**src/rtl/risc_mmio_pkg.sv**
```systemverilog
// -----------------------------------------------------------------------------
// risc_mmio_pkg
// Shared definitions for the CPU memory bus and its memory-mapped I/O space.
//   mem_cmd_t    : bus command encoding (MNONE / MREAD / MWRITE; 2'b11 acts as MNONE)
//   *_ADDR       : I/O register addresses, also used by the board-level RAM decode
//   mmio_sel_t   : which I/O register a bus address selects
//   decode_addr  : address -> register select
//   is_mmio_addr : true when an address belongs to the I/O block rather than RAM
// -----------------------------------------------------------------------------
package risc_mmio_pkg;

  typedef enum logic [1:0] {
    MNONE  = 2'b00,
    MREAD  = 2'b01,
    MWRITE = 2'b10
  } mem_cmd_t;

  localparam logic [8:0] LED_ADDR = 9'h100;
  localparam logic [8:0] SW_ADDR  = 9'h140;
  localparam logic [8:0] KEY_ADDR = 9'h141;

  typedef enum logic [1:0] {
    SEL_NONE = 2'b00,
    SEL_LED  = 2'b01,
    SEL_SW   = 2'b10,
    SEL_KEY  = 2'b11
  } mmio_sel_t;

  // Addresses are passed in so a parameterised instance can relocate its registers.
  function automatic mmio_sel_t decode_addr(
    input logic [8:0] addr,
    input logic [8:0] led_addr,
    input logic [8:0] sw_addr,
    input logic [8:0] key_addr
  );
    mmio_sel_t sel;
    if (addr == led_addr) begin
      sel = SEL_LED;
    end else if (addr == sw_addr) begin
      sel = SEL_SW;
    end else if (addr == key_addr) begin
      sel = SEL_KEY;
    end else begin
      sel = SEL_NONE;
    end
    return sel;
  endfunction

  // Used by the RAM side so it stays silent on I/O addresses.
  function automatic logic is_mmio_addr(input logic [8:0] addr);
    return decode_addr(addr, LED_ADDR, SW_ADDR, KEY_ADDR) != SEL_NONE;
  endfunction

endpackage

```
**src/rtl/mmio_input_port_if.sv**
```systemverilog
// -----------------------------------------------------------------------------
// mmio_input_port_if
// CPU memory-bus signals seen by an I/O responder.
//   mem_cmd    : command, driven by the CPU (MNONE / MREAD / MWRITE)
//   mem_addr   : 9-bit address, driven by the CPU
//   write_data : write payload, driven by the CPU
//   read_data  : registered read data, driven by the responder
//   read_valid : 1-cycle pulse, read_data belongs to this responder
// Modports: master (CPU side), slave (responder side).
// -----------------------------------------------------------------------------
interface mmio_input_port_if #(
  parameter int DATA_WIDTH = 16
) ();

  logic [1:0]            mem_cmd;
  logic [8:0]            mem_addr;
  logic [DATA_WIDTH-1:0] write_data;
  logic [DATA_WIDTH-1:0] read_data;
  logic                  read_valid;

  modport master (
    output mem_cmd,
    output mem_addr,
    output write_data,
    input  read_data,
    input  read_valid
  );

  modport slave (
    input  mem_cmd,
    input  mem_addr,
    input  write_data,
    output read_data,
    output read_valid
  );

endinterface

```
**src/rtl/key_debouncer.sv**
```systemverilog
// -----------------------------------------------------------------------------
// key_debouncer
// One push button: 2-flop synchroniser, stability counter, debounced level and
// a press pulse.
//   clk      in  : system clock
//   reset    in  : synchronous, active-high
//   i_key_n  in  : raw button, active-low, asynchronous
//   o_level  out : debounced state, 1 = pressed
//   o_press  out : 1-cycle pulse in the cycle after o_level rises
// A new button state is accepted only after it has differed from o_level for
// DEBOUNCE_CYCLES consecutive cycles; any return to the old state restarts
// the count.
// -----------------------------------------------------------------------------
module key_debouncer #(
  parameter int DEBOUNCE_CYCLES = 500000
) (
  input  logic clk,
  input  logic reset,
  input  logic i_key_n,
  output logic o_level,
  output logic o_press
);

  // A one-cycle debounce still needs a 1-bit counter to exist.
  localparam int CNT_W = (DEBOUNCE_CYCLES > 1) ? $clog2(DEBOUNCE_CYCLES) : 1;
  localparam logic [CNT_W-1:0] CNT_LAST = CNT_W'(DEBOUNCE_CYCLES - 1);

  logic             r_meta;
  logic             r_sync;
  logic [CNT_W-1:0] r_count;
  logic             r_level;
  logic             r_level_d;
  logic             r_press;
  logic             w_sample;

  // Button is active-low; the sample is 1 while pressed.
  assign w_sample = ~r_sync;

  // Synchroniser pair; resets to "released" so no press is seen out of reset.
  always_ff @(posedge clk) begin
    if (reset) begin
      r_meta <= 1'b1;
      r_sync <= 1'b1;
    end else begin
      r_meta <= i_key_n;
      r_sync <= r_meta;
    end
  end

  // Stability counter and debounced level.
  always_ff @(posedge clk) begin
    if (reset) begin
      r_count <= {CNT_W{1'b0}};
      r_level <= 1'b0;
    end else if (w_sample == r_level) begin
      r_count <= {CNT_W{1'b0}};
    end else if (r_count == CNT_LAST) begin
      r_level <= w_sample;
      r_count <= {CNT_W{1'b0}};
    end else begin
      r_count <= r_count + CNT_W'(1);
    end
  end

  // Rising-edge detect on the debounced level; releases give no pulse.
  always_ff @(posedge clk) begin
    if (reset) begin
      r_level_d <= 1'b0;
      r_press   <= 1'b0;
    end else begin
      r_level_d <= r_level;
      r_press   <= r_level & ~r_level_d;
    end
  end

  assign o_level = r_level;
  assign o_press = r_press;

endmodule

```
**src/rtl/mmio_input_port.sv**
```systemverilog
// -----------------------------------------------------------------------------
// mmio_input_port
// Memory-mapped input responder on the CPU bus: synchronised switches,
// debounced keys with sticky press events, and a read/write LED register.
//   clk        in   : system clock, single domain
//   reset      in   : synchronous, active-high
//   KEY[3:0]   in   : raw push buttons, active-low, asynchronous
//   SW[9:0]    in   : raw slide switches, asynchronous
//   bus        if   : slave side of the CPU bus (mem_cmd, mem_addr, write_data,
//                     read_data, read_valid)
//   LEDR[7:0]  out  : LED register
//   key_level  out  : debounced key state, 1 = pressed
//   key_press  out  : 1-cycle pulse on debounced press
// Register map:
//   LED_ADDR  R/W  {0, LEDR}
//   SW_ADDR   R    {0, synchronised SW}
//   KEY_ADDR  R    {0, key_level, events}; the read clears events
// Reads answer one cycle after the command; read_valid stays low for
// undecoded addresses so the board top can mux RAM data on it.
// -----------------------------------------------------------------------------
module mmio_input_port #(
  parameter int         DATA_WIDTH      = 16,
  parameter int         DEBOUNCE_CYCLES = 500000,
  parameter logic [8:0] LED_ADDR        = risc_mmio_pkg::LED_ADDR,
  parameter logic [8:0] SW_ADDR         = risc_mmio_pkg::SW_ADDR,
  parameter logic [8:0] KEY_ADDR        = risc_mmio_pkg::KEY_ADDR
) (
  input  logic                   clk,
  input  logic                   reset,
  input  logic [3:0]             KEY,
  input  logic [9:0]             SW,
  mmio_input_port_if.slave       bus,
  output logic [7:0]             LEDR,
  output logic [3:0]             key_level,
  output logic [3:0]             key_press
);

  import risc_mmio_pkg::mmio_sel_t;
  import risc_mmio_pkg::SEL_LED;
  import risc_mmio_pkg::SEL_SW;
  import risc_mmio_pkg::SEL_KEY;
  import risc_mmio_pkg::decode_addr;
  import risc_mmio_pkg::MREAD;
  import risc_mmio_pkg::MWRITE;

  logic [9:0]            r_sw_meta;
  logic [9:0]            r_sw_sync;
  logic [3:0]            r_events;
  logic [7:0]            r_ledr;
  logic [DATA_WIDTH-1:0] r_read_data;
  logic                  r_read_valid;

  logic [3:0]            w_key_level;
  logic [3:0]            w_key_press;
  mmio_sel_t             w_sel;
  logic                  w_is_read;
  logic                  w_is_write;
  logic                  w_key_read;
  logic                  w_read_hit;
  logic [DATA_WIDTH-1:0] w_read_mux;
  logic                  w_unused_wdata;

  // Only the LED byte of the write payload is stored.
  assign w_unused_wdata = ^bus.write_data;

  generate
    for (genvar g = 0; g < 4; g++) begin : g_key
      key_debouncer #(
        .DEBOUNCE_CYCLES (DEBOUNCE_CYCLES)
      ) u_key_debouncer (
        .clk     (clk),
        .reset   (reset),
        .i_key_n (KEY[g]),
        .o_level (w_key_level[g]),
        .o_press (w_key_press[g])
      );
    end
  endgenerate

  // Command/address decode and read-data selection for this cycle.
  always_comb begin
    w_sel      = decode_addr(bus.mem_addr, LED_ADDR, SW_ADDR, KEY_ADDR);
    w_is_read  = (bus.mem_cmd == MREAD);
    w_is_write = (bus.mem_cmd == MWRITE);
    w_key_read = w_is_read && (w_sel == SEL_KEY);
    w_read_hit = 1'b0;
    w_read_mux = {DATA_WIDTH{1'b0}};
    if (w_is_read) begin
      case (w_sel)
        SEL_LED: begin
          w_read_hit = 1'b1;
          w_read_mux = DATA_WIDTH'(r_ledr);
        end
        SEL_SW: begin
          w_read_hit = 1'b1;
          w_read_mux = DATA_WIDTH'(r_sw_sync);
        end
        SEL_KEY: begin
          w_read_hit = 1'b1;
          // Pre-edge events: a press landing on this edge is reported next read.
          w_read_mux = DATA_WIDTH'({w_key_level, r_events});
        end
        default: begin
          w_read_hit = 1'b0;
          w_read_mux = {DATA_WIDTH{1'b0}};
        end
      endcase
    end else begin
      w_read_hit = 1'b0;
      w_read_mux = {DATA_WIDTH{1'b0}};
    end
  end

  // Switch synchroniser pair.
  always_ff @(posedge clk) begin
    if (reset) begin
      r_sw_meta <= 10'h000;
      r_sw_sync <= 10'h000;
    end else begin
      r_sw_meta <= SW;
      r_sw_sync <= r_sw_meta;
    end
  end

  // Sticky key events: a KEY_ADDR read clears them, a simultaneous press wins.
  always_ff @(posedge clk) begin
    if (reset) begin
      r_events <= 4'h0;
    end else begin
      r_events <= (w_key_read ? 4'h0 : r_events) | w_key_press;
    end
  end

  // LED register; writes to any other address are ignored.
  always_ff @(posedge clk) begin
    if (reset) begin
      r_ledr <= 8'h00;
    end else if (w_is_write && (w_sel == SEL_LED)) begin
      r_ledr <= bus.write_data[7:0];
    end else begin
      r_ledr <= r_ledr;
    end
  end

  // Read response, fixed one-cycle latency; zero when nothing was decoded.
  always_ff @(posedge clk) begin
    if (reset) begin
      r_read_valid <= 1'b0;
      r_read_data  <= {DATA_WIDTH{1'b0}};
    end else begin
      r_read_valid <= w_read_hit;
      r_read_data  <= w_read_mux;
    end
  end

  assign bus.read_data  = r_read_data;
  assign bus.read_valid = r_read_valid;
  assign LEDR           = r_ledr;
  assign key_level      = w_key_level;
  assign key_press      = w_key_press;

endmodule

```
**src/flat_wrapper.sv**
```systemverilog
// flat-port wrapper written by rule: the top's interface ports become plain ports
module mmio_input_port_flat import risc_mmio_pkg::mmio_sel_t; import risc_mmio_pkg::SEL_LED; import risc_mmio_pkg::SEL_SW; import risc_mmio_pkg::SEL_KEY; import risc_mmio_pkg::decode_addr; import risc_mmio_pkg::MREAD; import risc_mmio_pkg::MWRITE;
#(
  parameter int         DATA_WIDTH      = 16,
  parameter int         DEBOUNCE_CYCLES = 500000,
  parameter logic [8:0] LED_ADDR        = risc_mmio_pkg::LED_ADDR,
  parameter logic [8:0] SW_ADDR         = risc_mmio_pkg::SW_ADDR,
  parameter logic [8:0] KEY_ADDR        = risc_mmio_pkg::KEY_ADDR
)
  (clk, reset, KEY, SW, LEDR, key_level, key_press, bus_mem_cmd, bus_mem_addr, bus_write_data, bus_read_data, bus_read_valid);
  mmio_input_port_if #(.DATA_WIDTH(DATA_WIDTH)) bus_i ();
  input  logic clk;
  input  logic reset;
  input  logic [3:0] KEY;
  input  logic [9:0] SW;
  output logic [7:0] LEDR;
  output logic [3:0] key_level;
  output logic [3:0] key_press;
  input wire logic [$bits(bus_i.mem_cmd)-1:0] bus_mem_cmd;
  input wire logic [$bits(bus_i.mem_addr)-1:0] bus_mem_addr;
  input wire logic [$bits(bus_i.write_data)-1:0] bus_write_data;
  output wire logic [$bits(bus_i.read_data)-1:0] bus_read_data;
  output wire logic [$bits(bus_i.read_valid)-1:0] bus_read_valid;
  assign bus_i.mem_cmd = bus_mem_cmd;
  assign bus_i.mem_addr = bus_mem_addr;
  assign bus_i.write_data = bus_write_data;
  assign bus_read_data = bus_i.read_data;
  assign bus_read_valid = bus_i.read_valid;
  mmio_input_port #(.DATA_WIDTH(DATA_WIDTH), .DEBOUNCE_CYCLES(DEBOUNCE_CYCLES), .LED_ADDR(LED_ADDR), .SW_ADDR(SW_ADDR), .KEY_ADDR(KEY_ADDR)) u_core (.clk(clk), .reset(reset), .KEY(KEY), .SW(SW), .bus(bus_i), .LEDR(LEDR), .key_level(key_level), .key_press(key_press));
endmodule
```
**config.mk**
```make
export PLATFORM = sky130hd
export DESIGN_NAME = mmio_input_port_flat
export DESIGN_NICKNAME = d
export VERILOG_FILES = /design/src/rtl/risc_mmio_pkg.sv /design/src/rtl/mmio_input_port_if.sv /design/src/rtl/key_debouncer.sv /design/src/rtl/mmio_input_port.sv /design/src/flat_wrapper.sv
export SDC_FILE = /design/constraint.sdc
export NUM_CORES = 1
export LEC_CHECK = 0
export ABC_CLOCK_PERIOD_IN_PS = 2200
export CAP_MARGIN = 20
export CELL_PAD_IN_SITES_DETAIL_PLACEMENT = 1
export CELL_PAD_IN_SITES_GLOBAL_PLACEMENT = 1
export CORE_MARGIN = 1
export CORE_UTILIZATION = 42
export CTS_CLUSTER_SIZE = 24
export DETAILED_ROUTE_END_ITERATION = 16
export GPL_ROUTABILITY_DRIVEN = 0
export MAX_ROUTING_LAYER = met4
export PLACE_DENSITY = 0.82
export SLEW_MARGIN = 20
export SYNTH_ARGS = -nofsm -noshare
export SYNTH_HDL_FRONTEND = slang
export SYNTH_HIERARCHICAL = 1
export SYNTH_SLANG_ARGS = --single-unit
```
**constraint.sdc**
```tcl
create_clock -name clk -period 2.2 [get_ports clk]
set_input_delay 0.44 -clock clk [delete_from_list [all_inputs] [get_ports clk]]
set_output_delay 0.44 -clock clk [all_outputs]
set_load 0.02 [all_outputs]
```
## Word-level counts from Yosys, hierarchy flattened

Cells that the tools add are included.

- Word-level logic and storage cells: 86
- Bits of input ports: 43
- Bits in registers: 145

- Reduce and logical (&&, ||, !) cells: 12
- Bitwise logic cells: 18
- Muxes and demuxes: 6
- Add/sub/neg operators: 4
- Eq/ne operators: 16

Operator list:

| operator | count |
|---|---|
| $add 19x1->19 const B | 4 |
| $eq 19x19->1 const B | 4 |
| $pmux 10 s3 | 1 |
| $eq 9x9->1 const B | 3 |
| $reduce_or 3->1 | 5 |
| $not 1->1 | 13 |
| $reduce_and 2->1 | 4 |
| $eq 2x2->1 const B | 3 |
| $mux 2 | 3 |
| $and 1x1->1 | 4 |
| $eq 1x1->1 | 4 |
| $eq 2x1->1 const B | 2 |
| $mux 4 | 1 |
| $or 4x4->4 | 1 |
| $logic_and 1x1->1 | 2 |
| $reduce_or 2->1 | 1 |
| $mux 1 | 1 |

## Logic depth before layout (Yosys ltp)

- Word-level depth: 8
- Gate-level depth with buffers: 6
- Depth with buffers taken out: 5

## By module

Netlist, hierarchy kept.

By module, submodules not included:

| module | instances | area an instance (µm²) | cells each | sequential area each (µm²) |
|---|---|---|---|---|
| key_debouncer | 4 | 1,022.2 | 112 | 480.5 |
| mmio_input_port | 1 | 1,617.8 | 154 | 860.8 |

## Worst setup path after synthesis

Ideal clock, no wire load.

- Kind: reg2reg
- Start: reg u_core.g_key[0].u_key_debouncer.r_count[0]
- End: reg u_core.g_key[0].u_key_debouncer.r_count[10]
- Period minus slack after synthesis: 1,716 ps
- Setup time: 128 ps
- Slack: 484 ps
- Required time: 2,072 ps
- Data arrival time: 1,588 ps
- Cell stages (with the launch flop): 7
- Path through: dfxtp_1 -> ha_1 -> and3_2 -> nand4_1 -> o21ai_2 -> clkbuf_1 -> nor2_1

- Cells in the longest elaborated chain, start to end: 2
- Elaborated cells on any way between the ends: 3
- Classes of those cells: 1 x add/sub; 1 x eq/ne; 1 x reduce/logical

Ends and longest elaborated chain:

| element | RTL line | source |
|---|---|---|
| from (decl) | key_debouncer.sv:30 | `logic [CNT_W-1:0] r_count;` |
| from (signal assigned) | key_debouncer.sv:53 | `r_count <= {CNT_W{1'b0}};` |
| from (signal assigned) | key_debouncer.sv:56 | `r_count <= {CNT_W{1'b0}};` |
| from (signal assigned) | key_debouncer.sv:59 | `r_count <= {CNT_W{1'b0}};` |
| parallel branches: the longest is 2 deep, another holds $add 19x1->19 | -- |  |

Several ways; the timed one is not identified.
A chain may end at the register's enable or synchronous reset.

## Final worst setup path

- Start: reg u_core.g_key[1].u_key_debouncer.r_level
- End: out key_level[1]

RTL lines:

| element | RTL line | source |
|---|---|---|
| from (decl) | key_debouncer.sv:31 | `logic r_level;` |
| from (signal assigned) | key_debouncer.sv:58 | `r_level <= w_sample;` |
| to (decl) | flat_wrapper.sv:17 | `output logic [3:0] key_level;` |

No word-level cell between the ends.

==> flow_metrics.tcl <==
set metrics [dict create \
    status "complete, no violations" \
    ys.flop_type "dfxtp_1" \
    p_leak_nw 2.362 \
    worstPathCellList "clkdlybuf4s50_1" \
    min_from "u_core/g_key[1].u_key_debouncer/r_level_d" \
    internal_power_mw 4.363 \
    clock-root-buffer "clkbuf_16" \
    antenna_found_initial 0 \
    synth_xor_area_share_pct 8.595 \
    finalSetupViolations 0 \
    pre_cts_ws_ps 237.9 \
    cts.sinks 139 \
    final_area_um2 7136 \
    cts_buffer_depth 2 \
    ys_ff_latch 139 \
    slowest_delay_ps 640 \
    port_buffers 61 \
    timing.hold.ws_ps 384.5 \
    clock.fmax_ghz 0.5208 \
    path_clk_slew_ps 60 \
    die_w_um 118.6 \
    grt_max_degree 34 \
    synth_cell_types 45 \
    min_path_type "flip-flop to flip-flop" \
    vias_per_cell 5.262 \
    vias 4578 \
    rsz0062_at_grt "false" \
    place_inst 838 \
    r2r_start "u_core/g_key[1].u_key_debouncer/r_count[5]" \
    synth_top_family_by_area "simple AND/OR/NAND/NOR gates" \
    synth_compound_area_share_pct 5.087 \
    drtAntennaViolNets 0 \
    gr-usage-all-layers_pct 21.62 \
    p_sw_share_pct 22.00 \
    dp.final_hpwl_mm 9.560 \
    critPathLaunch "u_core/g_key[1].u_key_debouncer/o_level" \
    nets 728 \
    cp_max_fo 4 \
    end_kind "primary output" \
    setup_ws_ps 279.8 \
    maxCapViolations 0 \
    synthAdderAreaFrac_pct 0.8770 \
    grt_pass1_wl_mm 23.56 \
    path_buf_inv 1 \
    crit_type "flip-flop to primary output" \
    power_frac_comb_pct 3.1 \
    finalMaxSlewViolations 0 \
    cts_tree "built" \
    area_growth_pct 25.04 \
    postCtsSetupRepairBufs 0 \
    drive_gt1_share_pct 13.26 \
    syn_area_per_cell_um2 9.480 \
    place_area_um2 6538 \
    start_kind "flip-flop" \
    max-slew-margin-rel_pct 55.67 \
    p_per_area_nw_per_um2 784.0 \
    irDropWorstVdd_v 0.0005508 \
    async_reset_ff_share_pct 0 \
    synthesis.area_um2 5707 \
    core_um2 13240 \
    layoutNonFillerInstCount 870 \
    tightest_slew_ps 662.5 \
    cpLargestDelayFamily "buffers and inverters" \
    rows 42 \
    start_util_pct 43.09 \
    clkLatencyLatePin_ps 410 \
    grt_pass1_vias 4879 \
    worstPathRequired_ps 1760 \
    finalHoldViolCount 0 \
    period_needed_ps 1920 \
    drt_iter0_markers 234 \
    die_y_um 118.6 \
    pwr-share-clk_pct 51.2 \
    cts_resized 0 \
    finalPower_mw 5.594 \
    cts_made_buffers 17 \
    dieArea_um2 14060 \
    ys_seq_area_share_pct 48.76 \
    yosys_warnings 6 \
    drc 0 \
    cts.htree.levels 4 \
    period_share_pct 87.28 \
    critPathArrivalTime_ps 1480 \
    grt-ovfl-total 0 \
    seq_power_share_pct 45.7 \
    dr.pass1.iters 4 \
    antenna_cells 0 \
    synthSimpleGateAreaFrac_pct 29.84 \
    p_sw_mw 1.231 \
    setup_tns_ps 0 \
    synth_edf_count 0 \
    ios 76 \
    skew_ps 6.114 \
    wl_per_cell_um 16.30 \
    cts_hold_buf 0 \
    muxShareOfSynthArea_pct 3.771 \
    wirelength_mm 14.18 \
    postSynthCellCount 602 \
    cp_slowest_cell "clkdlybuf4s50_1" \
    post-route-util_pct 53.88 \
]
[logic make-up (layout without fill, tap and decap cells)]
family / count (synthesis) / in the layout
AND/OR/NAND/NOR: 300 / 300
XOR/XNOR: 56 / 56
AO/OA/AOI/OAI: 45 / 45
other: 1 / 6
buffers and inverters: 37 / 124
flip-flops: 139 / 139
adder cells (fa/ha/maj): 4 / 4
multiplexers: 20 / 20
[cell usage in the layout, fill, tap and decap left out, types with 5 or more instances in the layout]
cell type and count:
xor2_1 16, buf_4 11, or3_1 8, mux2i_1 8
dfxtp_1 139, nand2b_1 16, nor3_1 16, clkbuf_16 17
inv_1 20, a22oi_1 8, inv_6 7, nand2_1 28
nor3b_1 5, clkdlybuf4s50_1 60, nand4_1 13, mux2_2 12
o21ai_0 8, nand3_1 20, nor2_1 99, conb_1 6
nor2b_1 29, nor4_1 16, or2_2 8, xnor2_1 40
a21oi_1 16
[final cells by class]
cell class / instances / area, µm²
Tap cell: 176 / 220.2
Multi-Input combinational cell: 431 / 2771
Clock inverter: 14 / 158.9
Sequential cell: 139 / 2783
Clock buffer: 18 / 439.2
Inverter: 20 / 75.07
Timing Repair Buffer: 72 / 688.2
Fill cell: 1493 / 6107
[synthesized netlist by cell type (5+ instances only)]
cell type / count / share of area [%]
a21oi_1: 16 / 1.4
or3_1: 8 / 0.88
clkbuf_1: 8 / 0.53
or2_2: 8 / 0.88
nand4_1: 13 / 1.4
nor3_1: 16 / 1.4
dfxtp_1: 139 / 49
nor2b_1: 29 / 3.2
inv_1: 20 / 1.3
mux2_2: 12 / 2.4
xor2_1: 16 / 2.5
nand3_1: 20 / 1.8
nor3b_1: 5 / 0.66
a22oi_1: 8 / 1.1
o21ai_0: 8 / 0.70
nand2b_1: 16 / 1.8
mux2i_1: 8 / 1.4
xnor2_1: 40 / 6.1
buf_4: 6 / 0.79
nor4_1: 16 / 1.8
nand2_1: 28 / 1.8
nor2_1: 99 / 6.5
[flip-flops by register name, indices dropped and copies added (netlist names)]
| signal | cells |
|---|---|
| u_core/LEDR | 8 |
| u_core/bus.read_data | 10 |
| u_core/bus.read_valid | 1 |
| u_core/g_key.u_key_debouncer/o_level | 4 |
| u_core/g_key.u_key_debouncer/o_press | 4 |
| u_core/g_key.u_key_debouncer/r_count | 76 |
| u_core/g_key.u_key_debouncer/r_level_d | 4 |
| u_core/g_key.u_key_debouncer/r_meta | 4 |
| u_core/g_key.u_key_debouncer/r_sync | 4 |
| u_core/r_events | 4 |
| u_core/r_sw_meta | 10 |
| u_core/r_sw_sync | 10 |
[metal layers]
metal,vias to the layer above,routed length [µm],GRT usage [%]
li1,2214,-,-
met1,2242,5836,22.92
met2,104,7576,39.18
met3,18,549,4.440
met4,0,218,8.386
met5,-,0,-
[power groups by stage]
stage / Sequential (mW) / Clock, mW / Combinational (mW)
2_1_floorplan: 2.61 / 0 / 0.0848
3_3_place_gp: 2.61 / 0 / 0.168
3_5_place_dp: 2.61 / 0 / 0.175
4_1_cts: 2.55 / 2.92 / 0.177
5_1_grt: 2.55 / 3.05 / 0.190
6_report: 2.55 / 2.86 / 0.176
[path summary, 6_finish.rpt]
| path | to | slack (ps) | depth (start not counted) |
|---|---|---|---|
| worst max register to register | u_core/g_key[1].u_key_debouncer/r_count[17] | 330 | 4 |
| worst min register to register | u_core/g_key[1].u_key_debouncer/o_press | 380 | 1 |
| worst max-delay path | key_level[1] | 280 | 1 |
| worst min-delay path | u_core/g_key[1].u_key_debouncer/o_press | 380 | 1 |
Note: power is estimated with default switching activity, not from simulation.
